**src/rtl/gat_pkg.sv**
```systemverilog
`default_nettype none
// ============================================================================
//  Module      : gat_pkg
//  Description : Shared run-state encoding and new-feature BRAM geometry.
//  Revision    : 1.0 - initial release
// ============================================================================
package gat_pkg;

    localparam int GAT_NUM_SUBGRAPHS      = 2708;
    localparam int GAT_NUM_FEATURE_OUT    = 16;
    localparam int GAT_NEW_FEATURE_DEPTH  = GAT_NUM_SUBGRAPHS * GAT_NUM_FEATURE_OUT;
    localparam int GAT_NEW_FEATURE_ADDR_W = $clog2(GAT_NEW_FEATURE_DEPTH);

    typedef enum logic [2:0] {
        IDLE      = 3'd0,
        WAIT_LOAD = 3'd1,
        START     = 3'd2,
        RUN       = 3'd3,
        DONE      = 3'd4
    } gat_run_state_t;

endpackage
`default_nettype wire

```
**src/rtl/gat_run_ctrl.sv**
```systemverilog
`default_nettype none
// ============================================================================
//  Module      : gat_run_ctrl
//  Description : Sequences one GAT layer pass: waits for BRAM loads, starts
//                the core, and streams its output features into BRAM.
//  Revision    : 1.0 - initial release
// ============================================================================
module gat_run_ctrl
    import gat_pkg::*;
#(
    parameter int DATA_WIDTH         = 8,
    parameter int NUM_SUBGRAPHS      = GAT_NUM_SUBGRAPHS,
    parameter int NUM_FEATURE_OUT    = GAT_NUM_FEATURE_OUT,
    parameter int NEW_FEATURE_DEPTH  = NUM_SUBGRAPHS * NUM_FEATURE_OUT,
    parameter int NEW_FEATURE_ADDR_W = $clog2(NEW_FEATURE_DEPTH)
) (
    input  logic                          clk,
    input  logic                          rst_n,
    input  logic                          gat_start,
    input  logic                          gat_layer,
    input  logic                          h_data_bram_load_done,
    input  logic                          h_node_info_bram_load_done,
    input  logic                          wgt_bram_load_done,
    input  logic                          a_bram_load_done,
    output logic                          gat_ready,
    output logic                          busy,
    output logic                          core_start,
    output logic                          core_layer,
    input  logic                          feat_valid,
    input  logic [DATA_WIDTH-1:0]         feat_data,
    output logic                          feat_ready,
    output logic                          feat_bram_ena,
    output logic                          feat_bram_wea,
    output logic [NEW_FEATURE_ADDR_W-1:0] feat_bram_addra,
    output logic [DATA_WIDTH-1:0]         feat_bram_din
);

    localparam logic [NEW_FEATURE_ADDR_W-1:0] c_last_addr =
        NEW_FEATURE_ADDR_W'(NEW_FEATURE_DEPTH - 1);

    gat_run_state_t                r_state;
    logic [NEW_FEATURE_ADDR_W-1:0] r_wr_cnt;
    logic                          r_core_start;
    logic                          r_core_layer;
    logic                          r_bram_en;
    logic [NEW_FEATURE_ADDR_W-1:0] r_bram_addr;
    logic [DATA_WIDTH-1:0]         r_bram_din;

    logic w_all_loaded;
    logic w_xfer;

    assign w_all_loaded = h_data_bram_load_done & h_node_info_bram_load_done &
                          wgt_bram_load_done & a_bram_load_done;
    assign w_xfer       = (r_state == RUN) & feat_valid;

    always_ff @(posedge clk) begin
        if (!rst_n) begin
            r_state      <= IDLE;
            r_wr_cnt     <= '0;
            r_core_start <= 1'b0;
            r_core_layer <= 1'b0;
            r_bram_en    <= 1'b0;
            r_bram_addr  <= '0;
            r_bram_din   <= '0;
        end else begin
            r_core_start <= 1'b0;
            r_bram_en    <= 1'b0;
            case (r_state)
                IDLE, DONE: begin
                    if (gat_start) begin
                        r_core_layer <= gat_layer;
                        r_wr_cnt     <= '0;
                        r_state      <= WAIT_LOAD;
                    end
                end
                WAIT_LOAD: begin
                    // Flags are sampled live; a late drop afterwards is harmless.
                    if (w_all_loaded) begin
                        r_core_start <= 1'b1;
                        r_state      <= START;
                    end
                end
                START: begin
                    r_state <= RUN;
                end
                RUN: begin
                    if (w_xfer) begin
                        r_bram_en   <= 1'b1;
                        r_bram_addr <= r_wr_cnt;
                        r_bram_din  <= feat_data;
                        // Counter parks on the last address instead of wrapping.
                        if (r_wr_cnt == c_last_addr) begin
                            r_state <= DONE;
                        end else begin
                            r_wr_cnt <= r_wr_cnt + 1'b1;
                        end
                    end
                end
                default: begin
                    r_state <= IDLE;
                end
            endcase
        end
    end

    assign feat_ready      = (r_state == RUN);
    assign busy            = (r_state == WAIT_LOAD) | (r_state == START) | (r_state == RUN);
    assign gat_ready       = (r_state == DONE);
    assign core_start      = r_core_start;
    assign core_layer      = r_core_layer;
    assign feat_bram_ena   = r_bram_en;
    assign feat_bram_wea   = r_bram_en;
    assign feat_bram_addra = r_bram_addr;
    assign feat_bram_din   = r_bram_din;

endmodule
`default_nettype wire

```
**config.mk**
```make
export PLATFORM = sky130hd
export DESIGN_NAME = gat_run_ctrl
export DESIGN_NICKNAME = d
export VERILOG_FILES = /design/src/rtl/gat_pkg.sv /design/src/rtl/gat_run_ctrl.sv
export SDC_FILE = /design/constraint.sdc
export NUM_CORES = 1
export LEC_CHECK = 0
export CORE_MARGIN = 2
export CORE_UTILIZATION = 48
export CTS_CLUSTER_DIAMETER = 100
export DETAILED_ROUTE_END_ITERATION = 10
export PLACE_DENSITY = 0.78
export RECOVER_POWER = 100
export REMOVE_ABC_BUFFERS = 1
export SYNTH_ARGS = -nofsm -noshare
export SYNTH_HDL_FRONTEND = slang
export SYNTH_SLANG_ARGS = --single-unit
```
**constraint.sdc**
```tcl
create_clock -name clk -period 2.6 [get_ports clk]
set_input_delay 0.39 -clock clk [delete_from_list [all_inputs] [get_ports clk]]
set_output_delay 0.39 -clock clk [all_outputs]
set_load 0.01 [all_outputs]
```
==> results of run 1 <==
==> path summary, 6_finish.rpt <==
path,start,endpoint,slack (ns),depth (start not counted)
worst max-delay path,r_wr_cnt[6],r_wr_cnt[4],0.25,5
worst min register to register,feat_bram_addra[7],feat_bram_addra[7],0.45,2
worst min-delay path,feat_bram_addra[7],feat_bram_addra[7],0.45,2
worst max register to register,r_wr_cnt[6],r_wr_cnt[4],0.25,5
==> critical path, cell delays in order, from the launching register on <==
cell and delay [ns]:
dfxtp_1 0.40, or4b_1 0.59, or4_4 0.60, a21oi_1 0.37, nor2_1 0.09, o211a_1 0.21
==> kinds of logic after synthesis <==
group                    count (synthesis)  synth area share, %
AO/OA/AOI/OAI                           67                 19.9
multiplexers                             1                0.513
flip-flops                              46                 47.1
adder cells (fa/ha/maj)                  1                0.641
buffers and inverters                   18                 4.42
AND/OR/NAND/NOR                        116                 27.4
==> state kept, by name, indices dropped and copies added, names as in the netlist <==
register / flops
r_state: 3
core_start: 1
core_layer: 1
feat_bram_addra: 16
feat_bram_ena: 1
feat_bram_din: 8
r_wr_cnt: 16
==> stage by stage <==
stage,instances,util [%],setup WS [ns]
after floorplan,235,-,0.386
after global placement,341,62.5,0.390
after detailed placement,341,62.5,0.352
after CTS,348,64.5,0.327
after global routing,348,64.3,0.112
final,348,64.3,0.249
==> synth_stat cells, types with 2 or more instances <==
cell type	n
and3_1	4
o31ai_1	3
o21ai_0	11
nand2_1	59
and2_1	4
o21ai_1	10
nor2b_1	2
nor3_1	7
inv_1	3
buf_6	2
a31oi_1	5
nand3_1	10
nand4_1	7
clkbuf_1	9
a21oi_1	30
nor4_1	2
dfxtp_1	46
buf_1	2
nor2_1	15
==> power groups by stage <==
stage | Clock, W | Combinational (W) | Sequential, W
floorplan | 0 | 0.0000247 | 0.000726
global route | 0.000445 | 0.0000738 | 0.000710
finish | 0.000407 | 0.0000684 | 0.000709
detailed placement | 0 | 0.0000702 | 0.000726
global placement | 0 | 0.0000702 | 0.000726
CTS | 0.000427 | 0.0000707 | 0.000709
==> layout make-up <==
| type | count | area share [%] |
|---|---|---|
| sequential | 46 | 36.0 |
| multi-input combinational | 185 | 36.9 |
| timing repair buffer | 56 | 21.0 |
| inverter | 4 | 0.588 |
| tap | 50 | 2.45 |
| clock buffer | 5 | 2.69 |
| clock inverter | 2 | 0.392 |
==> metal layers <==
metal | up-vias | share of wire, % | GRT usage, %
met2 | 61 | 45 | 32.7
li1 | 972 | - | -
met5 | - | 0 | 0
met4 | 0 | 1.6 | 6.50
met1 | 847 | 47 | 28.1
met3 | 7 | 5.9 | 4.00
==> reports/qor.yml, run 1 <==
grt_use_total_pct: 20.5
finalWorstPathRequiredPeriod_ns: 2.35
ant_nets: 0
end_kind: "flop"
fp.coreArea_um2: 3970
timing.final.hold_violations: 0
grt_pass1_vias: 1597
cp_data_arrival_time_ns: 2.55
netlist_instances: 249
rsz0062_at_grt: "no"
whs_ns: 0.452
maxSlewViolCount: 0
status: "finished, final reports clean"
fp.dieArea_um2: 4600
n_antenna_cell: 0
wirelength_um: 4470
insertion_delay_ns: 0.30
gp_congestion: 0.896
viasPerCell: 5.42
netSwitchingFraction_pct: 22.0
p_clk_share_pct: 34.3
start_util_pct: 49.2
cts_resized: 0
timing.fmax_ghz: 0.425
synth_cell_types: 37
worstHoldPathType: "reg -> reg"
cts_buffer_depth: 2
grt_max_degree: 25
rows: 23
synth-main-ff-cell: "dfxtp_1"
synth.largest_area_cell: "dfxtp_1"
synth_area_per_cell_um2: 7.84
maxCapViolCount: 0
p_leak_nw: 0.966
setup_violations: 0
antenna_found_initial: 0
fillCellCount: 382
final_common_cell: "nand2_1"
cts_tree: "done"
p_int_w: 0.000924
fin_skew_ns: 0.00506
syn_area_um2: 1950
power.total_w: 0.00118
seq_area_um2: 921
peakVddDrop_mv: 0.336
cp-start-kind: "flop"
cts_root_buf: "clkbuf_8"
hpwl_um: 3180
cts_buffers: 5
die_w_um: 67.8
ys_top_cells_by_area: "dfxtp_1 47%, nand2_1 11%, a21oi_1 7.7%, nor2_1 2.9%, o21ai_0 2.8%"
ys_seq_area_share_pct: 47.1
cts_setup_buffers: 0
cp_max_fo: 10
portBuffers: 47
place_area_um2: 2480
fin_area_um2: 2550
cts_sinks: 46
synth-edff-count: 0
postCtsHoldBufs: 0
drtPass1Iterations: 4
num_vias: 1887
worst_slew_margin_rel_pct: 65.8
io_pins: 48
fin_tns_setup_ns: 0
route.detailed.drc: 0
wl_per_cell_um: 12.8
cts_htree_levels: 2
power.share.combinational_pct: 5.8
ys_ff_latch: 46
tightest_slew_ns: 0.509
area_delta_synth_final_pct: 30.8
clk_pin_slew_ns: 0.08
synth_top_cell_area_share_pct: 47.1
drive_gt1_share_pct: 6.38
required_ns: 2.80
ys_async_sr_fraction_pct: 0
period_share_pct: 90.4
drtIter0Drc: 79
yosys_warnings: 0
seq_power_share_pct: 59.9
num-nets-final: 316
die_y_um: 67.8
path_class: "reg -> reg"
grt_pass1_wl_um: 7220
multi_input_area_um2: 942
pwr_density_cell_nw_per_um2: 464
p_sw_w: 0.000260
layout_common_cells: "59 x nand2_1, 46 x dfxtp_1, 32 x dlygate4sd3_1, 31 x a21oi_1, 18 x o21ai_0"
grt-ovfl-total: 0
No activity file was read; power rests on OpenSTA's default activity.
==> inputs of run 2 (changes only) <==
HOLD_SLACK_MARGIN = 0.08   (was unset)
==> results of run 2 <==
The final DEF is identical to that of run 1; final timing and power are the same.
